File: src/rtl/game_countdown_timer.sv
// game_countdown_timer
// Per-round countdown timer producing two BCD digits for the on-screen timer.
// It contains a seconds prescaler and an IDLE/RUN/PAUSED/EXPIRED state machine.
//
// Optional feature macro: TIMER_BONUS_EN
//   defined   -> bonusPulse adds BONUS_SECONDS (BCD add, saturating at 99)
//   undefined -> bonusPulse is ignored and no adder is built
//
// Ports:
//   clk          system/pixel clock
//   resetN       asynchronous active-low reset
//   startGame    pulse: reload START_SECONDS and run (overrides everything)
//   pause        level: freezes the prescaler and digits while running
//   bonusPulse   pulse: add bonus seconds (TIMER_BONUS_EN only)
//   tensDigit    BCD tens digit
//   onesDigit    BCD ones digit
//   oneSecPulse  one-cycle pulse on each decrement
//   timeUp       one-cycle pulse when the count reaches 00
//   running      high in RUN only
//   lowTime      value <= LOW_TIME_THRESHOLD while in RUN or PAUSED
module game_countdown_timer #(
    parameter int unsigned CLK_FREQ_HZ        = 31_500_000,
    parameter int unsigned START_SECONDS      = 99,
    parameter int unsigned BONUS_SECONDS      = 10,
    parameter int unsigned LOW_TIME_THRESHOLD = 10
) (
    input  logic       clk,
    input  logic       resetN,
    input  logic       startGame,
    input  logic       pause,
    input  logic       bonusPulse,
    output logic [3:0] tensDigit,
    output logic [3:0] onesDigit,
    output logic       oneSecPulse,
    output logic       timeUp,
    output logic       running,
    output logic       lowTime
);
    localparam int unsigned PRESC_W = (CLK_FREQ_HZ > 1) ? $clog2(CLK_FREQ_HZ) : 1;
    localparam logic [PRESC_W-1:0] PRESC_MAX = PRESC_W'(CLK_FREQ_HZ - 1);
    localparam logic [3:0] START_TENS = 4'(START_SECONDS / 10);
    localparam logic [3:0] START_ONES = 4'(START_SECONDS % 10);
    localparam logic [6:0] LOW_LIMIT  = 7'((LOW_TIME_THRESHOLD > 99) ? 99 : LOW_TIME_THRESHOLD);

    typedef enum logic [1:0] {IDLE, RUN, PAUSED, EXPIRED} state_t;

    state_t             state_q, state_d;
    logic [PRESC_W-1:0] presc_q, presc_d;
    logic [3:0]         tens_q, tens_d;
    logic [3:0]         ones_q, ones_d;
    logic               one_sec_pulse_q, one_sec_pulse_d;
    logic               time_up_q, time_up_d;
    logic               running_q, running_d;
    logic               low_time_q, low_time_d;

    logic       advance, tick, bonus_hit, expire;
    logic [3:0] dec_tens, dec_ones;
    logic [3:0] base_tens, base_ones;
    logic [3:0] new_tens, new_ones;
    logic [6:0] next_value;

    // startGame wins over everything, so it suppresses advance and bonus.
    assign advance = !startGame && (state_q == RUN) && !pause;
    assign tick    = advance && (presc_q == PRESC_MAX);

    // BCD decrement; only used on a tick, when the value is at least 01.
    always_comb begin
        if (ones_q == 4'd0) begin
            dec_tens = tens_q - 4'd1;
            dec_ones = 4'd9;
        end else begin
            dec_tens = tens_q;
            dec_ones = ones_q - 4'd1;
        end
    end

    assign base_tens = tick ? dec_tens : tens_q;
    assign base_ones = tick ? dec_ones : ones_q;

`ifdef TIMER_BONUS_EN
    localparam logic [4:0] BONUS_TENS = 5'(BONUS_SECONDS / 10);
    localparam logic [4:0] BONUS_ONES = 5'(BONUS_SECONDS % 10);

    logic [4:0] sum_ones, sum_tens;
    logic       carry;

    assign bonus_hit = !startGame && bonusPulse && ((state_q == RUN) || (state_q == PAUSED));

    // Bonus is added after any same-cycle decrement, so a tick at 01 plus a
    // bonus lands on the bonus value instead of expiring.
    always_comb begin
        sum_ones = {1'b0, base_ones} + BONUS_ONES;
        carry    = (sum_ones > 5'd9);
        sum_tens = {1'b0, base_tens} + BONUS_TENS + {4'd0, carry};
        new_tens = base_tens;
        new_ones = base_ones;
        if (bonus_hit) begin
            if (sum_tens > 5'd9) begin
                new_tens = 4'd9;
                new_ones = 4'd9;
            end else begin
                new_tens = sum_tens[3:0];
                new_ones = carry ? 4'(sum_ones - 5'd10) : sum_ones[3:0];
            end
        end
    end
`else
    localparam int unsigned bonus_seconds_unused = BONUS_SECONDS;
    logic bonus_pulse_unused;

    assign bonus_pulse_unused = bonusPulse;
    assign bonus_hit          = 1'b0;
    assign new_tens           = base_tens;
    assign new_ones           = base_ones;
`endif

    assign expire = tick && !bonus_hit && (new_tens == 4'd0) && (new_ones == 4'd0);

    // State register plus datapath registers.
    always_ff @(posedge clk or negedge resetN) begin
        if (!resetN) begin
            state_q         <= IDLE;
            presc_q         <= '0;
            tens_q          <= START_TENS;
            ones_q          <= START_ONES;
            one_sec_pulse_q <= 1'b0;
            time_up_q       <= 1'b0;
            running_q       <= 1'b0;
            low_time_q      <= 1'b0;
        end else begin
            state_q         <= state_d;
            presc_q         <= presc_d;
            tens_q          <= tens_d;
            ones_q          <= ones_d;
            one_sec_pulse_q <= one_sec_pulse_d;
            time_up_q       <= time_up_d;
            running_q       <= running_d;
            low_time_q      <= low_time_d;
        end
    end

    // Next-state logic.
    always_comb begin
        state_d = state_q;
        if (startGame) begin
            state_d = RUN;
        end else begin
            case (state_q)
                RUN: begin
                    if (expire)     state_d = EXPIRED;
                    else if (pause) state_d = PAUSED;
                end
                PAUSED: begin
                    if (!pause)     state_d = RUN;
                end
                default: ;
            endcase
        end
    end

    // Prescaler and digit next values.
    always_comb begin
        presc_d = presc_q;
        tens_d  = new_tens;
        ones_d  = new_ones;
        if (advance) presc_d = tick ? '0 : presc_q + PRESC_W'(1);
        if (startGame) begin
            presc_d = '0;
            tens_d  = START_TENS;
            ones_d  = START_ONES;
        end
    end

    // Registered outputs, computed from the next state so they align with it.
    always_comb begin
        next_value      = 7'(tens_d) * 7'd10 + 7'(ones_d);
        running_d       = (state_d == RUN);
        one_sec_pulse_d = tick;
        time_up_d       = expire;
        low_time_d      = ((state_d == RUN) || (state_d == PAUSED)) && (next_value <= LOW_LIMIT);
    end

    assign tensDigit   = tens_q;
    assign onesDigit   = ones_q;
    assign oneSecPulse = one_sec_pulse_q;
    assign timeUp      = time_up_q;
    assign running     = running_q;
    assign lowTime     = low_time_q;

endmodule

File: config.mk
export PLATFORM = sky130hd
export DESIGN_NAME = game_countdown_timer
export DESIGN_NICKNAME = d
export VERILOG_FILES = /design/src/rtl/game_countdown_timer.sv
export SDC_FILE = /design/constraint.sdc
export NUM_CORES = 1
export LEC_CHECK = 0
export ABC_AREA = 1
export ABC_CLOCK_PERIOD_IN_PS = 5900
export BUFFER_PORTS_ARGS = -buffer_cell sky130_fd_sc_hd__buf_2
export CELL_PAD_IN_SITES_DETAIL_PLACEMENT = 1
export CELL_PAD_IN_SITES_GLOBAL_PLACEMENT = 2
export CORE_UTILIZATION = 30
export CTS_CLUSTER_DIAMETER = 100
export CTS_CLUSTER_SIZE = 24
export DETAILED_ROUTE_END_ITERATION = 10
export PLACE_DENSITY = 0.76
export RECOVER_POWER = 100
export SLEW_MARGIN = 20
export SYNTH_ARGS = -nofsm -noshare
export SYNTH_HDL_FRONTEND = slang
export SYNTH_SLANG_ARGS = --single-unit
File: constraint.sdc
create_clock -name clk -period 5.9 [get_ports clk]
set_input_delay 1.475 -clock clk [delete_from_list [all_inputs] [get_ports clk]]
set_output_delay 1.475 -clock clk [all_outputs]
set_load 0.01 [all_outputs]
**Word-level counts from Yosys, hierarchy flattened**

Cells that the tools add are included.

- Bits in registers: 39
- Output and inout port bits: 12
- Logic and storage cells: 46

- $add $sub $neg: 4
- Multiply operators: 1
- Magnitude comparators: 1
- Equality and inequality tests: 5
- Muxes and demuxes: 14
- Reductions and logical operators: 13

Operators with widths:

| cell | count |
|---|---|
| $mux W25 | 3 |
| $add A25 B1 Y25 const B | 1 |
| $eq A25 B25 Y1 const B | 1 |
| $mux W4 | 6 |
| $logic_not A4 Y1 | 3 |
| $mux W2 | 4 |
| $sub A4 B1 Y4 const B | 2 |
| $add A7 B4 Y7 | 1 |
| $le A7 B4 Y1 const B | 1 |
| $logic_and A1 B1 Y1 | 6 |
| $mul A4 B3 Y6 const B | 1 |
| $eq A2 B1 Y1 const B | 2 |
| $eq A2 B2 Y1 const B | 2 |
| $pmux W2 S2 | 1 |
| $logic_not A1 Y1 | 2 |
| $reduce_bool A2 Y1 | 1 |
| $logic_or A1 B1 Y1 | 1 |

**Longest topological paths before layout**

- Word-level depth: 14
- Mapped depth: 23
- Depth with buffers taken out: 23

**Worst setup path before layout**

No wires, ideal clock.

- Path type: input-to-reg
- Start: in startGame
- End: reg low_time_q, in the netlist lowTime
- Setup time: 0.121 ns
- Arrival: 3.893 ns
- Data required time: 5.779 ns
- Path slack: 1.886 ns
- Stages on the path: 22
- Path buffers: 1
- Cell sequence: buf_6 -> inv_6 -> nand2_2 -> nor2_8 -> nand2_2 -> nor2_4 -> nand2_4 -> nor2_4 -> nand3b_1 -> nand2_2 -> inv_1 -> nor2_1 -> ha_1 -> ha_1 -> a21oi_1 -> inv_1 -> a31oi_1 -> or2_2 -> nor2_1 -> nand2_1 -> o211ai_1 -> nor2_1

RTL lines:

| item | line | source |
|---|---|---|
| start, declared | 29 | `input logic startGame,` |
| $logic_not A1 Y1 | 63 | `assign advance = !startGame && (state_q == RUN) && !pause;` |
| $logic_and A1 B1 Y1 (2 in a row) | 63 |  |
| $logic_and A1 B1 Y1 | 64 | `assign tick = advance && (presc_q == PRESC_MAX);` |
| $mux W4 | 77 | `assign base_tens = tick ? dec_tens : tens_q;` |
| $mux W4 (*) | 167 | `if (startGame) begin` |
| via tens_d[2] | 49 | `logic [3:0] tens_q, tens_d;` |
| $mul A4 B3 Y6 (*) | 176 | `next_value = 7'(tens_d) * 7'd10 + 7'(ones_d);` |
| $add A7 B4 Y7 (*) | 176 |  |
| $le A7 B4 Y1 (*) | 180 | `low_time_d = ((state_d == RUN) \|\| (state_d == PAUSED)) && (next_value <= LOW_LIMIT);` |
| $logic_and A1 B1 Y1 (*) | 180 |  |
| via low_time_d | 54 | `logic low_time_q, low_time_d;` |
| end signal, assigned | 138 | `low_time_q <= low_time_d;` |
| end, declared | 54 |  |

The timed path passes the listed nets; every way through them passes the cells marked *.
A chain may end at the register's enable or synchronous reset.

**Worst setup path after layout**

Ends and elaborated chain as after synthesis.

==> flow_metrics.py <==
metrics = {
    "cts": {
        "clk_pin_slew_ns": 0.08,
        "cts_setup_buffers": 0,
        "cts_hold_buf": 0,
        "cts_sinks": 39,
        "clock_path_buffers": 2,
        "cts_buffers": 5,
        "cts_max_level": 2,
        "ctsResizeCount": 0,
        "clk_latency_ns": 0.30,
        "cts_root_buf": "clkbuf_8",
        "cts_tree": "built",
    },
    "floorplan": {
        "die_area_mm2": 0.00949,
        "initial_core_util": 0.312,
        "coreArea_mm2": 0.00876,
        "die_x_um": 97.4,
        "die_h_um": 97.4,
        "ios": 17,
        "rows": 34,
    },
    "grt": {
        "overflow": 0,
        "grt_pass1_wl_um": 12700,
        "grt_max_degree": 40,
        "antenna_found_initial": 0,
        "grt_pass1_vias": 2599,
        "grtUsageTotal": 0.165,
    },
    "timing": {
        "timing.slew.headroom": -0.515,
        "drv_slew": 40,
        "fmax_ghz": 0.211,
        "fin_crit_sh": 0.803,
        "tns_ns": 0,
        "hold_viol_final": 0,
        "setup_violations": 0,
        "clock_skew_ns": 0.0117,
        "holdWs_ns": 0.547,
        "layout_setup_ws_ns": 1.16,
        "grt_setup_unrepaired": "no",
        "worst_slew_pin_slew_ns": 2.27,
        "fin_crit_ns": 4.74,
    },
    "placement": {
        "gp_congestion": 0.774,
        "placed_area_mm2": 0.00292,
        "dpl.hpwl_um": 5550,
        "numPortBuffers": 15,
        "dpl.cell_count": 492,
        "dp_slack_ns": 1.41,
    },
    "job": {
        "max-cap-violations": 1,
    },
    "cells_and_area": {
        "final_area_mm2": 0.00295,
        "multi_input_area_mm2": 0.00148,
        "nFillCells": 1131,
        "num-nets-final": 410,
        "layout-drive-gt1-share": 0.102,
        "diodes": 0,
        "layout.cells.non_filler": 500,
        "area_growth_pct": 7.78,
        "seq_area_um2": 981,
    },
    "worst_setup_path": {
        "worstPathMaxFanout": 8,
        "rrSetupSlack_ns": 1.98,
        "start_kind": "input pin",
        "cp.arrival_ns": 4.92,
        "cp-end-kind": "flop",
        "cp.required_ns": 6.08,
        "worst-setup-path-type": "input pin to flop",
    },
    "routing": {
        "wirelength_um": 7240,
        "drt_iter0_markers": 82,
        "vias_per_cell": 4.91,
        "routedWlPerCell_um": 14.5,
        "vias": 2456,
        "drc": 0,
        "firstDrtPassIters": 4,
        "ant_nets": 0,
    },
    "synthesis": {
        "yosysSeqAreaShare": 0.359,
        "synthFlopType": "dfrtp_1",
        "synth_edf_count": 0,
        "synth.avg_cell_area_um2": 7.33,
        "ys_warn_count": 0,
        "ys_ff_latch": 39,
        "synth_cell_types": 42,
        "syn_inst": 373,
        "synth_fp_nets": 392,
        "synth_area_mm2": 0.00273,
        "ys_async_sr_fraction": 1.00,
    },
    "power_and_ir_drop": {
        "p_per_area_mw_per_mm2": 196,
        "p_int_uw": 394,
        "p_switching_uw": 182,
        "seq_power_share": 0.503,
        "pwr-share-comb": 0.176,
        "clockPowerShare": 0.320,
        "vdd_drop_max_mv": 0.0762,
        "power_leakage_nw": 1.35,
        "swShare": 0.316,
    },
    "run_status": {
        "outcome": "finished, violations left",
        "failed_checks": "max-capacitance violations, max-slew violations",
    },
    "worst_hold_path": {
        "hold_path_class": "flop to flop",
    },
}
==> worst paths after layout <==
kind | startpoint | to | cells after the start
min reg2reg | presc_q[0] | presc_q[0] | 1
max | startGame | lowTime | 22
min | presc_q[0] | presc_q[0] | 1
max reg2reg | state_q[1] | lowTime | 22
max in group asynchronous | resetN | onesDigit[1] | 1
min in group asynchronous | resetN | presc_q[12] | 1
==> metrics by stage <==
stage               utilization  power [mW]
floorplan                     -       0.372
global placement          0.334       0.407
detailed placement        0.334       0.410
CTS                       0.343       0.596
global route              0.336       0.611
finish                    0.336       0.576
==> critical path, stage by stage <==
cell	delay [ns]
clkbuf_1	0.23
inv_6	0.14
nand2_2	0.05
nor2_1	0.40
nand2_2	0.07
nor2_1	0.23
nand2_1	0.25
nor2_4	0.16
nand3b_1	0.08
nand2_1	0.10
inv_1	0.04
nor2_1	0.20
ha_1	0.28
ha_1	0.36
a21oi_1	0.08
inv_1	0.06
a31oi_1	0.05
or2_2	0.30
nor2_1	0.13
nand2_1	0.07
o211ai_1	0.09
nor2_1	0.06
==> synthesized netlist by cell type, types with 6 or more instances <==
| library cell | number | area (um^2) |
|---|---|---|
| a21oi_1 | 17 | 85.1 |
| dfrtp_1 | 35 | 876 |
| ha_1 | 12 | 150 |
| inv_1 | 44 | 165 |
| inv_2 | 6 | 22.5 |
| nand2_1 | 94 | 353 |
| nand2_2 | 10 | 62.6 |
| nand3_1 | 23 | 115 |
| nand4_1 | 7 | 43.8 |
| nor2_1 | 41 | 154 |
| nor2_2 | 7 | 43.8 |
| o21ai_0 | 23 | 115 |
==> flip-flops by register name, summed over array words and instances, names as in the netlist <==
name,cells
lowTime,1
presc_q,25
running,1
timeUp,1
tensDigit,4
state_q,2
oneSecPulse,1
onesDigit,4
==> routing by layer <==
| layer | wire length [um] | track usage |
|---|---|---|
| met3 | 91 | 0.0216 |
| met4 | 72 | 0.0373 |
| met2 | 3340 | 0.278 |
| met1 | 3740 | 0.225 |
| met5 | 0 | 0 |
==> logic make-up (layout without fill, tap and decap cells) <==
| logic type | count (synthesis) | after routing | synth area share |
|---|---|---|---|
| and+or+nand+nor | 199 | 199 | 0.346 |
| buffers and inverters | 58 | 77 | 0.0852 |
| AOI/OAI and AO/OA | 55 | 55 | 0.114 |
| DFF | 39 | 39 | 0.359 |
| adders and majority gates | 14 | 14 | 0.0696 |
| xor gates and xnor gates | 8 | 8 | 0.0256 |
==> cells in the final DEF (no fill, tap or decap), types with 2 or more instances in the layout <==
master / count
nand2_1: 98
inv_1: 44
nor2_1: 44
dfrtp_1: 35
o21ai_0: 24
nand3_1: 23
a21oi_1: 17
clkbuf_1: 14
ha_1: 12
nand2_2: 7
nand4_1: 7
inv_2: 6
nor2_2: 6
xor2_1: 5
clkbuf_8: 5
buf_2: 5
nor3_1: 4
dfstp_1: 4
xnor2_1: 3
nor2_4: 2
a31oi_1: 2
or2_2: 2
o211ai_1: 2
o22ai_1: 2
fa_1: 2
==> layout make-up <==
| type | instances | share of cell area |
|---|---|---|
| clock buffers | 8 | 0.0272 |
| inverters | 53 | 0.0697 |
| multi-input cells | 276 | 0.502 |
| flip-flops and latches | 39 | 0.333 |
| well taps | 108 | 0.0459 |
| repair buffers | 16 | 0.0225 |
==> power groups by stage <==
stage	Combinational [mW]	Clock, mW	Sequential [mW]
6_report	0.102	0.185	0.290
5_1_grt	0.119	0.200	0.293
4_1_cts	0.114	0.192	0.290
3_5_place_dp	0.114	0	0.295
3_3_place_gp	0.112	0	0.295
2_1_floorplan	0.0763	0	0.295
Power figures use the tool's default switching activity.
